==> config.mk <==
export PLATFORM = sky130hd
export DESIGN_NAME = mult_fu_pipe_flat
export DESIGN_NICKNAME = d
export VERILOG_FILES = /design/src/rtl/mult_fu_if.sv /design/src/rtl/mult_fu_pipe.sv /design/src/flat_wrapper.sv
export SDC_FILE = /design/constraint.sdc
export NUM_CORES = 2
export LEC_CHECK = 0
export BUFFER_PORTS_ARGS = -buffer_cell sky130_fd_sc_hd__buf_2
export CAP_MARGIN = 20
export CORE_MARGIN = 2
export CORE_UTILIZATION = 67
export CTS_CLUSTER_DIAMETER = 120
export DETAILED_ROUTE_END_ITERATION = 8
export PLACE_DENSITY = 0.85
export REMOVE_ABC_BUFFERS = 1
export SETUP_SLACK_MARGIN = 0.02
export SYNTH_ARGS = -nofsm -noshare
export SYNTH_HDL_FRONTEND = slang
export SYNTH_SLANG_ARGS = --single-unit
export TNS_END_PERCENT = 20
==> constraint.sdc <==
create_clock -name clk -period 2.5 [get_ports clk]
set_input_delay 0 -clock clk [delete_from_list [all_inputs] [get_ports clk]]
set_output_delay 0 -clock clk [all_outputs]
set_load 0.01 [all_outputs]
==> src/rtl/mult_fu_if.sv <==
// Issue/result channel between the execute-stage scheduler and the multiply unit.
// The scheduler drives the master side and the functional unit uses the slave side.
interface mult_fu_if #(
  parameter int unsigned XLEN  = 32,
  parameter int unsigned ROB_W = 6,
  parameter int unsigned PRN_W = 6
);
  logic             in_valid;
  logic             in_ready;
  logic [XLEN-1:0]  in_opa;
  logic [XLEN-1:0]  in_opb;
  logic [1:0]       in_func;
  logic [ROB_W-1:0] in_rob_entry;
  logic [PRN_W-1:0] in_dest_prn;
  logic             out_valid;
  logic             out_ready;
  logic [XLEN-1:0]  out_result;
  logic [ROB_W-1:0] out_rob_entry;
  logic [PRN_W-1:0] out_dest_prn;

  modport master (
    output in_valid, in_opa, in_opb, in_func, in_rob_entry, in_dest_prn, out_ready,
    input  in_ready, out_valid, out_result, out_rob_entry, out_dest_prn
  );

  modport slave (
    input  in_valid, in_opa, in_opb, in_func, in_rob_entry, in_dest_prn, out_ready,
    output in_ready, out_valid, out_result, out_rob_entry, out_dest_prn
  );
endinterface

==> src/rtl/mult_fu_pipe.sv <==
// Pipelined RV32M multiply unit: STAGES-deep result/tag pipe, global stall, flush.
// Define MULT_FU_STALL_CNT_EN to add a saturating stall_cnt output.
module mult_fu_pipe #(
  parameter int unsigned XLEN   = 32,
  parameter int unsigned STAGES = 2,
  parameter int unsigned ROB_W  = 6,
  parameter int unsigned PRN_W  = 6
) (
  input  logic        clk,
  input  logic        rst_n,
  input  logic        pipe_flush,
  mult_fu_if.slave    io
`ifdef MULT_FU_STALL_CNT_EN
  ,
  output logic [31:0] stall_cnt
`endif
);

  localparam int unsigned PW = 2 * XLEN + 2;
  localparam int unsigned IW = (STAGES > 1) ? $clog2(STAGES) : 1;
  localparam logic [IW-1:0] LAST = IW'(STAGES - 1);

  typedef struct packed {
    logic [XLEN-1:0]  result;
    logic [ROB_W-1:0] rob;
    logic [PRN_W-1:0] prn;
  } stage_t;

  logic              stall;
  logic              sign_a;
  logic              sign_b;
  logic [XLEN:0]     opa_ext;
  logic [XLEN:0]     opb_ext;
  logic signed [PW-1:0] prod;
  logic [XLEN-1:0]   res_sel;
  logic              unused_prod_hi;

  logic [STAGES-1:0] valid_q, valid_d;
  stage_t            stage_q [STAGES];
  stage_t            stage_d [STAGES];

  // Full product is formed ahead of stage 0; later stages only carry it with its tags.
  always_comb begin
    sign_a  = (io.in_func == 2'd1) || (io.in_func == 2'd2);
    sign_b  = (io.in_func == 2'd1);
    opa_ext = {sign_a & io.in_opa[XLEN-1], io.in_opa};
    opb_ext = {sign_b & io.in_opb[XLEN-1], io.in_opb};
    prod    = PW'($signed(opa_ext)) * PW'($signed(opb_ext));
    res_sel = (io.in_func == 2'd0) ? prod[XLEN-1:0] : prod[2*XLEN-1:XLEN];
    unused_prod_hi = ^prod[PW-1:2*XLEN];
  end

  assign stall       = valid_q[LAST] & ~io.out_ready;
  assign io.in_ready = ~stall;

  // Advance the whole pipe unless the output is blocked; flush wins over everything.
  always_comb begin
    valid_d = valid_q;
    stage_d = stage_q;
    if (!stall) begin
      valid_d[0] = io.in_valid;
      if (io.in_valid) begin
        stage_d[0] = '{result: res_sel, rob: io.in_rob_entry, prn: io.in_dest_prn};
      end
      for (int unsigned i = 1; i < STAGES; i++) begin
        valid_d[IW'(i)] = valid_q[IW'(i - 1)];
        stage_d[IW'(i)] = stage_q[IW'(i - 1)];
      end
    end
    if (pipe_flush) begin
      valid_d = '0;
    end
  end

  always_ff @(posedge clk or negedge rst_n) begin
    if (!rst_n) begin
      valid_q <= '0;
      stage_q <= '{default: '0};
    end else begin
      valid_q <= valid_d;
      stage_q <= stage_d;
    end
  end

  assign io.out_valid     = valid_q[LAST];
  assign io.out_result    = stage_q[LAST].result;
  assign io.out_rob_entry = stage_q[LAST].rob;
  assign io.out_dest_prn  = stage_q[LAST].prn;

`ifdef MULT_FU_STALL_CNT_EN
  logic [31:0] stall_cnt_q, stall_cnt_d;

  // Saturating count of blocked cycles; survives flush.
  always_comb begin
    stall_cnt_d = stall_cnt_q;
    if (stall && (stall_cnt_q != 32'hFFFF_FFFF)) begin
      stall_cnt_d = stall_cnt_q + 32'd1;
    end
  end

  always_ff @(posedge clk or negedge rst_n) begin
    if (!rst_n) begin
      stall_cnt_q <= '0;
    end else begin
      stall_cnt_q <= stall_cnt_d;
    end
  end

  assign stall_cnt = stall_cnt_q;
`endif

endmodule
==> src/flat_wrapper.sv <==
// flat-port wrapper written by rule: the top's interface ports become plain ports
module mult_fu_pipe_flat 
#(
  parameter int unsigned XLEN   = 32,
  parameter int unsigned STAGES = 2,
  parameter int unsigned ROB_W  = 6,
  parameter int unsigned PRN_W  = 6
)
  (clk, rst_n, pipe_flush, io_in_valid, io_in_opa, io_in_opb, io_in_func, io_in_rob_entry, io_in_dest_prn, io_out_ready, io_in_ready, io_out_valid, io_out_result, io_out_rob_entry, io_out_dest_prn);
  mult_fu_if #(.XLEN(XLEN), .ROB_W(ROB_W), .PRN_W(PRN_W)) io_i ();
  input  logic clk;
  input  logic rst_n;
  input  logic pipe_flush;
  input wire logic [$bits(io_i.in_valid)-1:0] io_in_valid;
  input wire logic [$bits(io_i.in_opa)-1:0] io_in_opa;
  input wire logic [$bits(io_i.in_opb)-1:0] io_in_opb;
  input wire logic [$bits(io_i.in_func)-1:0] io_in_func;
  input wire logic [$bits(io_i.in_rob_entry)-1:0] io_in_rob_entry;
  input wire logic [$bits(io_i.in_dest_prn)-1:0] io_in_dest_prn;
  input wire logic [$bits(io_i.out_ready)-1:0] io_out_ready;
  output wire logic [$bits(io_i.in_ready)-1:0] io_in_ready;
  output wire logic [$bits(io_i.out_valid)-1:0] io_out_valid;
  output wire logic [$bits(io_i.out_result)-1:0] io_out_result;
  output wire logic [$bits(io_i.out_rob_entry)-1:0] io_out_rob_entry;
  output wire logic [$bits(io_i.out_dest_prn)-1:0] io_out_dest_prn;
  assign io_i.in_valid = io_in_valid;
  assign io_i.in_opa = io_in_opa;
  assign io_i.in_opb = io_in_opb;
  assign io_i.in_func = io_in_func;
  assign io_i.in_rob_entry = io_in_rob_entry;
  assign io_i.in_dest_prn = io_in_dest_prn;
  assign io_i.out_ready = io_out_ready;
  assign io_in_ready = io_i.in_ready;
  assign io_out_valid = io_i.out_valid;
  assign io_out_result = io_i.out_result;
  assign io_out_rob_entry = io_i.out_rob_entry;
  assign io_out_dest_prn = io_i.out_dest_prn;
  mult_fu_pipe #(.XLEN(XLEN), .STAGES(STAGES), .ROB_W(ROB_W), .PRN_W(PRN_W)) u_core (.clk(clk), .rst_n(rst_n), .pipe_flush(pipe_flush), .io(io_i));
endmodule
[Word level (Yosys, flattened, before mapping)]
Index checks and enable logic that the tools add are counted.
Word-level totals
  flip-flop bits (word level): 90
  input port bits: 83
  output and inout bits: 46
  word-level logic and storage cells: 22
Operators by class
  multiply operators: 1
  equal/unequal tests: 3
  mux-type cells: 3
  bitwise gates (word level): 5
  reductions and logical operators: 3
Operators by type and width (count)
  33-bit by 33-bit multiplier with 64-bit output: 1
  32-bit 2-to-1 mux: 1
  2-bit 2-to-1 mux: 2
  1-bit bitwise AND: 3
  2-bit by 1-bit equality test with 1-bit output (second input constant): 1
  2-bit equality test (second input constant): 1
  2-bit logical NOT: 1
  2-bit inequality test (second input constant): 1
  1-bit NOT: 2
  2-bit AND reduction: 1
  1-bit logical OR: 1

[Longest topological paths before layout]
  depth after elaboration: 5
  mapped depth: 32
  depth with buffers taken out: 30

[Worst setup path before layout]
OpenSTA, ideal clock, no wires.
  path type: input-to-reg
  start point: input io_in_func[1]
  end point: register u_core.stage_q[84] (netlist bit)
  data arrival time: 7.952 ns
  setup slack: -5.591 ns
  stages on the path: 30
  path through: inv_1 ha_1 and2_0 clkbuf_1 nand2_1 inv_1 fa_1 inv_1 fa_1 inv_1 fa_1 fa_1 inv_1 fa_1 inv_1 fa_1 inv_1 fa_1 fa_1 inv_1 ha_1 buf_2 nand4_2 or3_1 or3_1 o221ai_2 a41oi_2 o21bai_1 xnor2_1 o221ai_1
Between the ends
  cells in the longest elaborated chain, start to end: 5
Ends and longest elaborated chain
  from (decl): line flat_wrapper.sv:17  | input wire logic [$bits(io_i.in_func)-1:0] io_in_func;
  2-bit by 1-bit equality test with 1-bit output / 2-bit equality test (equally long branches): line mult_fu_pipe.sv:44, mult_fu_pipe.sv:45
  1-bit logical OR: line mult_fu_pipe.sv:44  | sign_a = (io.in_func == 2'd1) || (io.in_func == 2'd2);
  1-bit bitwise AND: line mult_fu_pipe.sv:46  | opa_ext = {sign_a & io.in_opa[XLEN-1], io.in_opa};
  33-bit by 33-bit multiplier with 64-bit output: line mult_fu_pipe.sv:48  | prod = PW'($signed(opa_ext)) * PW'($signed(opb_ext));
  32-bit 2-to-1 mux (*): line mult_fu_pipe.sv:49  | res_sel = (io.in_func == 2'd0) ? prod[XLEN-1:0] : prod[2*XLEN-1:XLEN];
  to (signal assigned): line mult_fu_pipe.sv:81  | stage_q <= stage_d;
  to (decl): line mult_fu_pipe.sv:39  | stage_t stage_q [STAGES];
Mark *: on every way between the ends. The rest lies on a longest branch, timed or not.
A chain may end at the register's enable or synchronous reset.

[Worst setup path in the final report]
  start point: input io_in_opa[31]
  end point: register u_core.stage_q[82] (netlist bit)
Between the ends
  cells in the longest elaborated chain, start to end: 3
Ends and longest elaborated chain
  from (decl): line flat_wrapper.sv:15  | input wire logic [$bits(io_i.in_opa)-1:0] io_in_opa;
  1-bit bitwise AND: line mult_fu_pipe.sv:46
  33-bit by 33-bit multiplier with 64-bit output (*): line mult_fu_pipe.sv:48
  32-bit 2-to-1 mux (*): line mult_fu_pipe.sv:49
Marked as above.

==> impl_metrics.tcl <==
set metrics [dict create \
    drt_iter0_drc 2837 \
    cts-root-buf "clkbuf_16" \
    cts.sinks 90 \
    cts_tree "done" \
    clkLatencyLatePin_ps 360 \
    grt_pass1_vias 38770 \
    crit_family "adder cells" \
    synth-seq-area-share_pct 5.371 \
    die-area_um2 64600 \
    grt_use_total_pct 39.65 \
    tightest_slew_ps 640.5 \
    critPathArrivalTime_ps 7750 \
    drv_slew 0 \
    fin_skew_ps 12.26 \
    die_y_um 254.2 \
    drive_gt1_share_pct 16.28 \
    placedInstanceArea_um2 46500 \
    failed_checks "negative setup slack" \
    critical_path_buf_inv_count 9 \
    yosysUniqueCellTypes 68 \
    via_count 34040 \
    grt_pass1_wl_um 196600 \
    clkTransAtPathRegs_ps 70 \
    worstSetupPathType "in -> reg" \
    core_area_um2 61830 \
    synthTopCellsByArea "fa_1 54%, inv_1 11%, nand2_1 9.1%" \
    rrSetupSlack_ps 400 \
    io_buffers 128 \
    max_clock_freq_mhz 134.0 \
    synth-seq-cells 90 \
    synth.largest_area_cell "fa_1" \
    die_w_um 254.2 \
    num-nets-final 6490 \
    avgViaCountPerCell 5.754 \
    cp_max_fo 23 \
    hold_viol_final 0 \
    synth_area_um2 41930 \
    post-route-period-util_pct 298.5 \
    period_needed_ps 7463 \
    drtPass1Iterations 7 \
    gp_congestion 0.9486 \
    r2r-start "u_core.valid_q[1]" \
    r2r_cells 8 \
    synthCells 4703 \
    ys_warn_count 0 \
    ctsLongestPathBuffers 2 \
    crit_start "io_in_opa[31]" \
    startpoint_type "input port" \
    cp_slowest_stage_delay_ps 590 \
    area.growth.synth_to_final_pct 14.88 \
    cpMostUsedCell "fa_1" \
    end_kind "flip-flop" \
    wl_um 122100 \
    slew_headroom_pct 56.99 \
    setup_viol 32 \
    synth_top_area_share_pct 53.71 \
    rr_endpoint "u_core.stage_q[87]" \
    endpoint "u_core.stage_q[82]" \
    cts_buffers 9 \
    grt_antenna_before_repair 8 \
    grt_overflow 0 \
    status "finished with violations" \
    postRouteAntennaNets 0 \
    fin_area_um2 48170 \
    avgSynthCellArea_um2 8.915 \
    grt_max_degree 91 \
    avgRoutedWirePerCell_um 20.63 \
    cap_violations 0 \
    synth_edf_count 0 \
    num_rows 91 \
    tns_ps -141980 \
    initial_utilization_pct 67.82 \
    htreeDepth 3 \
    cp.required_ps 2790 \
    dpl.hpwl_um 101400 \
    synthArstFlopShare_pct 100.0 \
    ioPinCount 129 \
    critPathSlowestCell "fa_1" \
    fin_ws_ps -4963 \
    crit_cells 27 \
    hp-class "in -> reg" \
    synth_ff_type "dfrtp_1" \
    rsz0062_at_grt "true" \
    drcViolationCount 0 \
]
==> state kept, by name, indices dropped and copies added, names as in the netlist <==
signal	count
u_core.io.out_rob_entry	6
u_core.stage_q	44
u_core.valid_q	2
u_core.io.out_dest_prn	6
u_core.io.out_result	32
==> worst min-delay path, delay by kind of cell <==
| kind | cells | cell delay [ps] |
|---|---|---|
| simple gates | 3 | 430 |
| buf+inv | 1 | 100 |
==> cells in the final DEF (no fill, tap or decap), types with 13 or more instances in the layout <==
cell,count
nand2_1,1002
dfrtp_1,90
buf_4,455
buf_12,44
and2_1,272
nand2_2,13
inv_2,20
fa_1,1114
inv_1,1178
a21o_1,22
buf_2,108
o21a_1,13
o21ai_1,26
buf_6,17
ha_1,182
a21oi_1,60
a21oi_2,21
o21bai_1,14
and3_1,15
dlygate4sd3_1,14
xor2_1,20
ha_4,32
xnor2_1,44
o21ai_0,30
nor2_1,66
==> layout make-up <==
cell class / instances / area, um^2
diodes: 6 / 15.01
flip-flops and latches: 90 / 2252
clock buffers: 10 / 229.0
fillers: 3746 / 13660
clock inverters: 6 / 96.34
repair buffers: 643 / 5231
multi-input cells: 3123 / 34780
inverters: 1201 / 4516
well taps: 837 / 1047
==> routing by layer <==
layer  track usage, %  vias up  part of all wire (%)  wire [um]
li1                 -    14040                     -          -
met1            46.17    17280                    33      40390
met2            67.55     2027                    50      60960
met3            7.665      690                   8.9      10890
met4            25.80        6                   8.0       9786
met5                0        -                 0.027         33
==> cells in the mapped netlist (18+ instances only) <==
| library cell | count |
|---|---|
| xnor2_1 | 50 |
| buf_4 | 44 |
| ha_1 | 214 |
| clkbuf_1 | 231 |
| nand2_1 | 1019 |
| dfrtp_1 | 90 |
| and2_1 | 274 |
| nor2_1 | 70 |
| a21oi_1 | 79 |
| and3_1 | 18 |
| fa_1 | 1125 |
| a21o_1 | 22 |
| inv_1 | 1201 |
| xor2_1 | 23 |
| o21ai_0 | 47 |
==> per-stage QoR <==
stage	worst slack [ps]	hold WS, ps	utilization (%)	std cells
after floorplan	-5701	-295.6	-	4414
after global placement	-5252	74.86	75.20	5859
after detailed placement	-5489	92.05	75.20	5859
after CTS	-4494	201.1	77.14	5901
after global routing	-5214	236.6	77.90	5913
final	-4963	212.1	77.91	5916
==> what timing repair did <==
action | in CTS | in global routing
gates cloned | 0 | 1
buffers inserted | 13 | 8
endpoints found under the hold margin | 104 | 0
resized for setup | 148 | 83
setup endpoints to repair | 32 | 32
hold buffers | 14 | 0
pin swaps | 62 | 70
==> worst min-delay path by stage <==
stage	start	end	slack, ps	depth (start not counted)
5_1_grt	io_in_valid	u_core.stage_q[49]	240	4
2_1_floorplan	rst_n	u_core.io.out_dest_prn[0]	-300	0
4_1_cts	io_in_valid	u_core.stage_q[55]	200	4
3_5_place_dp	rst_n	u_core.io.out_result[3]	90	2
6_report	io_in_valid	u_core.stage_q[52]	210	4
3_3_place_gp	rst_n	u_core.io.out_result[3]	70	2
==> cell families after synthesis <==
logic type      after synthesis  synth area share [%]
flops                        90                 5.371
compound gates              259                 4.049
xor+xnor                     73                 1.525
buf+inv                    1490                 13.76
simple gates               1449                 15.12
mux                           3               0.07162
fa+ha+maj                  1339                 60.10
Power is left out: the tool's default activity adds up to more than one toggle a clock period on the data nets, which glitch-free logic cannot reach.
